===== src/rtl/ahb_resp_mux_n.sv =====
// ahb_resp_mux_n: NS:1 AHB-Lite slave-response mux with built-in default slave.
// The address-phase select is captured on every edge where HREADY is high and
// held through the data phase. That captured select AND-OR muxes the slave
// responses back to the master. When no slave is selected, a small default
// slave FSM owns HREADY/HRESP and returns the two-cycle ERROR response for
// unmapped NONSEQ/SEQ transfers.
module ahb_resp_mux_n #(
  parameter int NS = 16,
  parameter int DW = 32
) (
  input  logic             HCLK,
  input  logic             HRESETn,
  input  logic [NS-1:0]    hsel_i,
  input  logic [1:0]       htrans_i,
  input  logic [NS*DW-1:0] hrdata_s,
  input  logic [NS-1:0]    hreadyout_s,
  input  logic [NS-1:0]    hresp_s,
  output logic [DW-1:0]    hrdata,
  output logic             hready,
  output logic             hresp,
  output logic [NS-1:0]    dsel_o,
  output logic             sel_err
);

  typedef enum logic [1:0] {
    ST_IDLE = 2'd0,
    ST_ERR1 = 2'd1,
    ST_ERR2 = 2'd2
  } state_t;

  // True when more than one bit of the select vector is set.
  function automatic logic multi_hot(input logic [NS-1:0] v);
    return (v & (v - NS'(1))) != '0;
  endfunction

  logic [NS-1:0] dsel_r;
  logic          sel_err_r;
  state_t        state_r;
  state_t        state_nxt_s;
  logic          unm_s;
  logic          dflt_ready_s;
  logic          dflt_resp_s;
  logic          slv_ready_s;
  logic          slv_resp_s;
  logic [DW-1:0] slv_rdata_s;

  // Active transfer (NONSEQ/SEQ) that no slave claims.
  assign unm_s = (hsel_i == '0) && htrans_i[1];

  // Data-phase select and decoder-fault flag, updated only on capture edges.
  always_ff @(posedge HCLK or negedge HRESETn) begin
    if (!HRESETn) begin
      dsel_r    <= '0;
      sel_err_r <= 1'b0;
    end else if (hready) begin
      dsel_r    <= hsel_i;
      sel_err_r <= multi_hot(hsel_i);
    end else begin
      dsel_r    <= dsel_r;
      sel_err_r <= sel_err_r;
    end
  end

  // Default-slave state register.
  always_ff @(posedge HCLK or negedge HRESETn) begin
    if (!HRESETn) begin
      state_r <= ST_IDLE;
    end else begin
      state_r <= state_nxt_s;
    end
  end

  // Default-slave next state; ERR2 is itself a capture edge, so back-to-back
  // unmapped transfers go straight to ERR1 again.
  always_comb begin
    state_nxt_s = state_r;
    case (state_r)
      ST_IDLE: begin
        if (hready && unm_s) begin
          state_nxt_s = ST_ERR1;
        end else begin
          state_nxt_s = ST_IDLE;
        end
      end
      ST_ERR1: state_nxt_s = ST_ERR2;
      ST_ERR2: begin
        if (unm_s) begin
          state_nxt_s = ST_ERR1;
        end else begin
          state_nxt_s = ST_IDLE;
        end
      end
      default: state_nxt_s = ST_IDLE;
    endcase
  end

  // Default-slave response: wait+ERROR, then ready+ERROR.
  always_comb begin
    dflt_ready_s = 1'b1;
    dflt_resp_s  = 1'b0;
    case (state_r)
      ST_IDLE: begin
        dflt_ready_s = 1'b1;
        dflt_resp_s  = 1'b0;
      end
      ST_ERR1: begin
        dflt_ready_s = 1'b0;
        dflt_resp_s  = 1'b1;
      end
      ST_ERR2: begin
        dflt_ready_s = 1'b1;
        dflt_resp_s  = 1'b1;
      end
      default: begin
        dflt_ready_s = 1'b1;
        dflt_resp_s  = 1'b0;
      end
    endcase
  end

  // Single-level AND-OR mux of the selected slaves; multi-hot ORs them.
  always_comb begin
    slv_rdata_s = '0;
    for (int i = 0; i < NS; i++) begin
      slv_rdata_s = slv_rdata_s | ({DW{dsel_r[i]}} & hrdata_s[i*DW +: DW]);
    end
    slv_ready_s = |(dsel_r & hreadyout_s);
    slv_resp_s  = |(dsel_r & hresp_s);
  end

  // Hand HREADY/HRESP to the default slave when nothing is selected.
  always_comb begin
    hrdata = slv_rdata_s;
    if (dsel_r != '0) begin
      hready = slv_ready_s;
      hresp  = slv_resp_s;
    end else begin
      hready = dflt_ready_s;
      hresp  = dflt_resp_s;
    end
  end

  assign dsel_o  = dsel_r;
  assign sel_err = sel_err_r;

endmodule

===== config.mk =====
export PLATFORM = sky130hd
export DESIGN_NAME = ahb_resp_mux_n
export DESIGN_NICKNAME = d
export VERILOG_FILES = /design/src/rtl/ahb_resp_mux_n.sv
export SDC_FILE = /design/constraint.sdc
export NUM_CORES = 1
export LEC_CHECK = 0
export ABC_AREA = 1
export CORE_AREA = 2 2 238 240
export CTS_CLUSTER_DIAMETER = 40
export DETAILED_ROUTE_END_ITERATION = 8
export DIE_AREA = 0 0 240 242
export SLEW_MARGIN = 20
export SYNTH_ARGS = -nofsm -noshare
export SYNTH_HDL_FRONTEND = slang
export SYNTH_SLANG_ARGS = --single-unit

===== constraint.sdc =====
create_clock -name HCLK -period 1.54 [get_ports HCLK]
set_input_delay 0.308 -clock HCLK [delete_from_list [all_inputs] [get_ports HCLK]]
set_output_delay 0.308 -clock HCLK [all_outputs]
set_load 0.1 [all_outputs]

==> flow_metrics.tcl, run 1 <==
set metrics [dict create \
    p_leak_nw 6.80 \
    totalWireLength_um 59400 \
    clk_latency_ns 0.25 \
    vdd_ir_drop_max_mv 0.349 \
    cp.arrival_ns 2.02 \
    die_x_um 240 \
    maxCapViolCount 0 \
    internal_power_mw 3.53 \
    clockPowerShare 0.090 \
    outcome "finished, violations left" \
    combPwrFrac 0.803 \
    layout_common_cells "clkdlybuf4s50_1, nand2_1, buf_12, buf_4, nand2_2" \
    io_buffers 613 \
    num_vias 9947 \
    synthesis.area_sq_um 4650 \
    cts_tree "built" \
    yosys.area.top_type "nand2_1" \
    dp_slack_ns -0.716 \
    yosysUniqueCellTypes 28 \
    synthCells 858 \
    antenna_left 0 \
    clk_pin_slew_worst_paths_ns 0.06 \
    slew_headroom 0.714 \
    critPathRequiredTime_ns 1.23 \
    drt_first_pass_iters 5 \
    cp-start-kind "register" \
    hold_viol 0 \
    avgSynthCellArea_sq_um 5.42 \
    power_frac_seq 0.107 \
    crit_path_end_kind "output port" \
    fp-row-count 87 \
    power_per_cell_area_nw_per_um2 366 \
    cts_buffers 3 \
    syn_nets 1426 \
    drcViolationCount 0 \
    cts_root_buf "clkbuf_16" \
    max-clock-path-buffers 2 \
    crit_slowest_cell "dfrtp_4" \
    cts.sinks 19 \
    finalSetupTns_ns -31.52 \
    hp-class "in2async" \
    fmax_mhz 429 \
    cts_max_level 1 \
    slew_violations 0 \
    fin_ws_ns -0.790 \
    ys_seq_elements 19 \
    grt_pass1_wl_um 74600 \
    p_sw_mw 2.44 \
    gp_congestion 0.961 \
    crit_chain "buf_12 -> buf_16 -> buf_12 -> a221oi_4 -> nand4_1 -> buf_12" \
    setup_viol 60 \
    yosys_warnings 0 \
    ys_seq_area_frac 0.102 \
    finish.net_count 2195 \
    crit_path_max_fanout 7 \
    tightest_slew_ns 0.429 \
    antenna_found_initial 12 \
    dr.first_iter.drc_count 622 \
    switching_share 0.408 \
    die_y_um 242 \
    ioPinCount 615 \
    mostFrequentLayoutCell "clkdlybuf4s50_1" \
    grt_pass1_vias 10100 \
    rsz0062_at_grt "yes" \
    min_period_ns 2.33 \
    grt_max_degree 25 \
    start_util 0.0835 \
    path_class "reg2out" \
    fin_crit_sh 1.51 \
    wl_per_cell_um 24.9 \
    cts_hold_buf 0 \
    grt_use_total 0.182 \
    viasPerCell 4.17 \
    skew_ns 0.00330 \
    area_delta_synth_final_pct 250 \
    violations "setup timing" \
    ys_top_cells_by_area "nand2_1, a221oi_1, dfrtp_1" \
    die_area_sq_um 58100 \
    gr-total-overflow 0 \
    yosysTopAreaCellShare 0.384 \
    dp_hpwl_um 44600 \
    coreArea_sq_um 55700 \
    worst_path_largest_cell_delay_ns 0.53 \
    path_common_cell "buf_12" \
    drive_gt1_frac 0.339 \
]
metrics by stage:
stage,cell area (sq um),utilization,std cells,hold slack (ns),power (mW)
after floorplan,5650,-,858,0.0124,2.00
after global placement,13700,0.245,2279,0.583,4.49
after detailed placement,13700,0.245,2279,0.575,4.51
after CTS,15100,0.271,2337,0.398,5.52
after global routing,16300,0.292,2385,0.430,6.24
final,16300,0.292,2387,0.395,5.97
worst paths after layout:
check / start / to / slack (ns) / cells after the start
max: dsel_o[9] / hrdata[6] / -0.79 / 6
min: HRESETn / state_r[0] / 0.40 / 2
max reg2reg: dsel_o[3] / dsel_o[12] / -0.51 / 13
min reg2reg: sel_err / sel_err / 0.59 / 2
max in group asynchronous: HRESETn / dsel_o[7] / 0.90 / 2
min in group HCLK: sel_err / sel_err / 0.59 / 2
state kept, by name, summed over array words and instances, names as in the netlist:
signal   flops
state_r      2
dsel_o      16
sel_err      1
critical path, delay by kind of cell (launching register included):
| kind | cells | cell delay (ns) |
|---|---|---|
| DFF | 1 | 0.53 |
| AOI/OAI and AO/OA | 1 | 0.31 |
| and+or+nand+nor | 1 | 0.22 |
| buffers and inverters | 4 | 0.67 |
final cells by class:
cell class | count | area (sq um)
fillers | 5866 | 39400
flip-flops and latches | 19 | 536
repair buffers | 830 | 9340
clock buffers | 4 | 78.8
multi-input cells | 756 | 5310
diodes | 5 | 12.5
inverters | 17 | 82.6
well taps | 756 | 946
power by group through the flow:
stage                     registers, mW  logic, mW  clock network (mW)
after global routing              0.647       5.01               0.584
after global placement            0.694       3.80                   0
final                             0.640       4.79               0.538
after floorplan                   0.758       1.25                   0
after CTS                         0.653       4.32               0.546
after detailed placement          0.694       3.82                   0
layer usage:
metal	track usage	routed length (um)	vias to the layer above
met5	0	28	-
met4	0.0568	2760	6
met3	0.0341	4800	141
met2	0.323	28200	630
met1	0.219	23600	4661
li1	-	-	4509
synthesized netlist by cell type:
cell type and count:
a211oi_1 3, a21oi_1 5, a221oi_1 86, a22o_1 33, a22oi_1 1, buf_1 1, buf_12 1, buf_2 12
buf_6 14, buf_8 1, clkbuf_1 37, clkinv_1 1, dfrtp_1 19, ha_1 4, inv_1 15, inv_2 1
nand2_1 476, nand2_2 3, nand2_4 4, nand3_1 20, nand3b_2 1, nand4_1 38, nor2_1 62, nor3_1 3
nor4_1 3, o21ai_0 4, o21ai_2 9, o21bai_1 1
cell families after synthesis:
family          after synthesis  share of synthesized area
fa+ha+maj                     4                     0.0108
simple gates                610                      0.530
buf+inv                      83                     0.0987
flops                        19                      0.102
compound gates              142                      0.259
what timing repair did:
| item | CTS | global route |
|---|---|---|
| resized for setup | 176 | 173 |
| setup buffers | 51 | 47 |
| cloned | 5 | 7 |
| pin swaps | 58 | 79 |
| setup endpoints to repair | 59 | 62 |
No activity file was read; power rests on OpenSTA's default activity.
==> run 2, diff against run 1 <==
--- a/config.mk
+++ b/config.mk
@@ -10,7 +10,6 @@
 export CTS_CLUSTER_DIAMETER = 40
 export DETAILED_ROUTE_END_ITERATION = 8
 export DIE_AREA = 0 0 240 242
-export SLEW_MARGIN = 20
 export SYNTH_ARGS = -nofsm -noshare
 export SYNTH_HDL_FRONTEND = slang
 export SYNTH_SLANG_ARGS = --single-unit
==> constraint.sdc (replaced) <==
create_clock -name HCLK -period 2.3 [get_ports HCLK]
set_input_delay 0.46 -clock HCLK [delete_from_list [all_inputs] [get_ports HCLK]]
set_output_delay 0.46 -clock HCLK [all_outputs]
set_load 0.1 [all_outputs]
==> run 2 against run 1 <==
- the run still ends with setup timing left
- sequential cell count unchanged
- combinational power fell by 40%
- sequential share of layout area increased by 0.35 points
- core utilization is 2.8 points lower
- first-iteration DRC count down 13%
- sequential power fell by 34%
- global-route usage decreased by 1.0 points
- clock-buffer cell count did not move
- non-clock buffer count down 89
- clock skew grew 0.0030 ns
- hold slack better by 0.12 ns
- critical endpoint is now hrdata[18]
- largest cell class unchanged
- largest power group unchanged
==> flow_metrics.tcl, run 2 (synthesized netlist as in run 1, its figures left out) <==
set metrics [dict create \
    clk_latency_ns 0.25 \
    grt_use_total 0.172 \
    dp_slack_ns -0.358 \
    crit_path_end_kind "output port" \
    gr-total-overflow 0 \
    layout_common_cells "clkdlybuf4s50_1, nand2_1, buf_12" \
    antenna_left 0 \
    viasPerCell 4.12 \
    area_delta_synth_final_pct 216 \
    finalSetupTns_ns -2.07 \
    mostFrequentLayoutCell "clkdlybuf4s50_1" \
    crit_path_max_fanout 7 \
    coreArea_sq_um 55700 \
    slew_violations 0 \
    whs_ns 0.510 \
    cts.sinks 19 \
    die_y_um 242 \
    power_per_cell_area_nw_per_um2 248 \
    min_period_ns 2.46 \
    fmax_mhz 406 \
    cp-start-kind "register" \
    ioPinCount 615 \
    fp-row-count 87 \
    cts_hold_buf 0 \
    fin_ws_ns -0.160 \
    largest_reg_flops 16 \
    io_buffers 613 \
    antenna_found_initial 11 \
    die_area_sq_um 58100 \
    maxCapViolCount 0 \
    clk_pin_slew_worst_paths_ns 0.06 \
    setup_viol 28 \
    dp.cells 2224 \
    tightest_slew_ns 0.360 \
    hp-class "reg2reg" \
    grt_pass1_vias 9693 \
    cts_tree "built" \
    vdd_ir_drop_max_mv 0.218 \
    wl_per_cell_um 23.5 \
    die_x_um 240 \
    cts_buffers 3 \
    stdcell_count 2303 \
    max-clock-path-buffers 2 \
    rsz0062_at_grt "yes" \
    p_leak_nw 6.03 \
    slew_headroom 0.760 \
    cp.arrival_ns 2.00 \
    skew_ns 0.00626 \
    outcome "finished, violations left" \
    drt_first_pass_iters 5 \
    path_class "reg2out" \
    cts_max_level 1 \
    dp_hpwl_um 40500 \
    totalWireLength_um 54000 \
    critPathRequiredTime_ns 1.84 \
    final_util 0.264 \
    gp_congestion 0.993 \
    num_vias 9499 \
    hold_viol 0 \
    grt_max_degree 23 \
    start_util 0.0835 \
    dr.first_iter.drc_count 542 \
    fin_crit_sh 1.07 \
    drcViolationCount 0 \
    drive_gt1_frac 0.247 \
    finish.net_count 2106 \
    violations "setup timing" \
    grt_pass1_wl_um 70400 \
    cts_root_buf "clkbuf_16" \
]
==> run 2: worst paths after layout <==
| kind | start | end | slack, ns | depth (start not counted) |
|---|---|---|---|---|
| max in group asynchronous | HRESETn | dsel_o[9] | 1.50 | 2 |
| min in group asynchronous | HRESETn | sel_err | 0.55 | 2 |
| hold / removal | sel_err | sel_err | 0.51 | 2 |
| setup / recovery | dsel_o[1] | hrdata[18] | -0.16 | 6 |
| setup reg to reg | dsel_o[3] | dsel_o[2] | 0.29 | 12 |
| hold reg to reg | sel_err | sel_err | 0.51 | 2 |
==> run 2: worst max-delay path: stages (launching register included) <==
cell and delay [ns]:
dfrtp_4 0.53, buf_12 0.17, buf_16 0.16, a221oi_4 0.32, buf_4 0.16, nand4_1 0.15
buf_12 0.22
==> run 2: per-stage QoR <==
step	power [mW]	area, sq um
after floorplan	1.26	5220
after global placement	2.79	12800
after detailed placement	2.79	12800
after CTS	3.54	14200
after global routing	3.81	14700
final	3.65	14700
==> run 2: area by class of cell <==
| class | instances | area [sq um] |
|---|---|---|
| flip-flops and latches | 19 | 536 |
| well taps | 756 | 946 |
| clock buffers | 4 | 78.8 |
| fillers | 6016 | 41000 |
| multi-input cells | 756 | 4730 |
| diodes | 10 | 25.0 |
| inverters | 17 | 68.8 |
| repair buffers | 741 | 8340 |
==> run 2: routing by layer <==
metal	track usage	vias to the layer above	routed length (um)
met3	0.0351	87	4870
met5	0	-	13
met2	0.300	610	25800
met1	0.206	4464	21400
met4	0.0621	2	1930
li1	-	4336	-
==> run 2: what timing repair did <==
action	CTS	global route
gates cloned	6	2
buffers inserted	48	12
pin swaps	46	50
gates resized for setup	161	70
setup endpoints to repair	34	34
==> run 2: power breakdown <==
group | total, mW | internal [mW] | switching, mW
sequential | 0.425 | 0.363 | 0.0621
combinational | 2.86 | 1.58 | 1.28
clock | 0.368 | 0.236 | 0.132
total | 3.65 | 2.18 | 1.48
==> run 3, diff against run 2 <==
--- a/config.mk
+++ b/config.mk
@@ -5,11 +5,10 @@
 export SDC_FILE = /design/constraint.sdc
 export NUM_CORES = 1
 export LEC_CHECK = 0
-export ABC_AREA = 1
-export CORE_AREA = 2 2 238 240
+export CORE_AREA = 2 2 237 239
 export CTS_CLUSTER_DIAMETER = 40
 export DETAILED_ROUTE_END_ITERATION = 8
-export DIE_AREA = 0 0 240 242
+export DIE_AREA = 0 0 239 241
 export SYNTH_ARGS = -nofsm -noshare
 export SYNTH_HDL_FRONTEND = slang
 export SYNTH_SLANG_ARGS = --single-unit
==> run 3 against run 2 <==
- the flow still finishes with violations (setup timing)
- clock-buffer cell count unchanged
- global-route usage rose by 1.0 points
- register-to-register slack got worse by 0.36 ns
- cell count is 19% lower
- clock power shrank 3%
- hold slack better by 0.019 ns
- die area shrank 0.83%
- first-iteration DRC count is 37% lower
- critical path type unchanged
- largest cell class unchanged
==> flow_metrics.tcl, run 3 <==
set metrics [dict create \
    grt_pass1_wl_um 72300 \
    grt_use_total 0.182 \
    finalSetupTns_ns -5.30 \
    use_met2 0.308 \
    nFillCells 5792 \
    drcViolationCount 0 \
    worst_path_largest_cell_delay_ns 0.55 \
    rsz0062_at_grt "yes" \
    synthesis.area_sq_um 4030 \
    hp-class "reg2reg" \
    cts_tree "built" \
    setup_viol 48 \
    start_util 0.0734 \
    mostFrequentLayoutCell "clkdlybuf4s50_1" \
    die_y_um 241 \
    grt_pass1_vias 8931 \
    fin_ws_ns -0.252 \
    hold_depth 2 \
    die_x_um 239 \
    layout_common_cells "clkdlybuf4s50_1, a22o_1, a221oi_2" \
    cts_max_level 1 \
    path_common_cell "buf_12" \
    antenna_left 0 \
    fp-row-count 86 \
    use_met3 0.0477 \
    dr.first_iter.drc_count 339 \
    largest_reg_flops 16 \
    cts_buffers 3 \
    clk_latency_ns 0.25 \
    use_met1 0.223 \
    io_buffers 613 \
    critPathRequiredTime_ns 1.84 \
    totalWireLength_um 56100 \
    yosys_warnings 0 \
    cp-start-kind "register" \
    drt_first_pass_iters 5 \
    cts_root_buf "clkbuf_16" \
    crit_chain "buf_12 -> buf_16 -> buf_12 -> a22o_1 -> a221oi_2 -> nand4_1 -> buf_12" \
    synthFlopType "dfrtp_1" \
    grt-busiest-layer "met2" \
    yosys.area.top_type "a22o_1" \
    wl_per_cell_um 30.1 \
    ys_async_sr_fraction 1.00 \
    avgSynthCellArea_sq_um 8.85 \
    cp.arrival_ns 2.09 \
    p_leak_nw 5.26 \
    crit_start "dsel_o[5]" \
    yosysMostFrequentCell "a22o_1" \
    hold_viol 0 \
    path_class "reg2out" \
    maxCapViolCount 0 \
    die_area_sq_um 57600 \
    grt_max_degree 22 \
    vdd_ir_drop_max_mv 0.229 \
    fin_crit_sh 1.11 \
    fmax_mhz 392 \
    crit_path_end_kind "output port" \
    num_vias 8200 \
    slew_headroom 0.725 \
    skew_ns 0.00148 \
    ys_seq_elements 19 \
    yosysUniqueCellTypes 40 \
    dp_slack_ns -0.646 \
    gp_congestion 0.845 \
    coreArea_sq_um 54900 \
    area_delta_synth_final_pct 252 \
    hp-start "sel_err" \
    gr-total-overflow 0 \
    synth-edff-count 0 \
    yosysTopAreaCellShare 0.289 \
    clk_pin_slew_worst_paths_ns 0.05 \
    r2r_cells 8 \
    worst_r2r_endpoint "dsel_o[8]" \
    ioPinCount 615 \
    ys_seq_area_frac 0.118 \
    r2r_start "dsel_o[5]" \
    dp_hpwl_um 44500 \
    syn_nets 1023 \
    power_per_cell_area_nw_per_um2 251 \
    cts_hold_buf 0 \
    min_period_ns 2.55 \
    tightest_slew_ns 0.403 \
    synth_commonest_cells "a22o_1, a221oi_1, nand4_1" \
    rrSetupSlack_ns -0.07 \
    max-clock-path-buffers 2 \
    crit_path_max_fanout 8 \
    viasPerCell 4.40 \
    final_util 0.259 \
    hold_end "sel_err" \
    finish.net_count 1723 \
    violations "setup timing" \
    synthCells 455 \
    outcome "finished, violations left" \
    whs_ns 0.529 \
    cts.sinks 19 \
    antenna_found_initial 24 \
    crit_slowest_cell "dfrtp_4" \
    drive_gt1_frac 0.331 \
    ys_top_cells_by_area "a22o_1, a221oi_1, dfrtp_1" \
    slew_violations 0 \
]
-- run 3: cell count changes after synthesis, moves of 10 or more --
cell,previous run,this run
nand2_1,476,0
a22o_1,33,133
nor2_1,62,3
a221oi_1,86,131
nand3_1,20,0
buf_1,1,19
buf_6,14,4
-- run 3: kinds of logic after synthesis --
| group | after synthesis | share of synthesized area |
|---|---|---|
| flops | 19 | 0.118 |
| compound gates | 285 | 0.627 |
| fa+ha+maj | 6 | 0.0174 |
| simple gates | 57 | 0.104 |
| buf+inv | 72 | 0.0802 |
| mux | 16 | 0.0531 |
-- run 3: cell type report --
class,count,area (sq um),share of cell area
inverters,7,28.8,0.00203
diodes,6,15.0,0.00106
multi-input cells,364,4210,0.297
clock buffers,4,78.8,0.00555
flip-flops and latches,19,536,0.0377
well taps,704,881,0.0621
repair buffers,760,8440,0.595
-- run 3: routing by layer --
metal,wire (um),part of all wire
met5,129,0.0023
met1,22900,0.41
met4,1970,0.035
met2,26200,0.47
met3,4870,0.087
-- run 3: worst max-delay path: cells and delay by family, from the launching register on --
kind                   cells  cell delay [ns]
DFF                        1             0.55
buffers and inverters      4             0.67
and+or+nand+nor            1             0.18
AOI/OAI and AO/OA          2             0.44
-- run 3: worst max path at each step --
stage	end	slack [ns]	depth (start not counted)
2_1_floorplan	hrdata[18]	-0.42	5
3_3_place_gp	hready	-0.70	8
3_5_place_dp	hready	-0.65	8
4_1_cts	hready	-0.27	7
5_1_grt	hready	-0.32	8
6_report	hrdata[19]	-0.25	7
-- run 3: where the power goes --
part	leakage, nW	internal [mW]	switching [mW]
Combinational	5.01	1.63	1.17
Sequential	0.209	0.361	0.0435
Clock	0.0382	0.236	0.121
Total	5.26	2.23	1.33
-- run 3: metrics by stage --
step / area (sq um) / std cells / power, mW
global placement: 13000 / 1796 / 2.91
finish: 14200 / 1864 / 3.56
floorplan: 5210 / 455 / 1.31
global route: 14200 / 1863 / 3.69
CTS: 14100 / 1855 / 3.55
detailed placement: 13000 / 1796 / 2.92
-- run 3: what timing repair did --
action	in CTS	in global routing
endpoints found under the setup margin	52	50
cloned	6	1
gates resized for setup	65	17
setup buffers	50	6
pin swaps	36	32
hold endpoints to repair	0	0
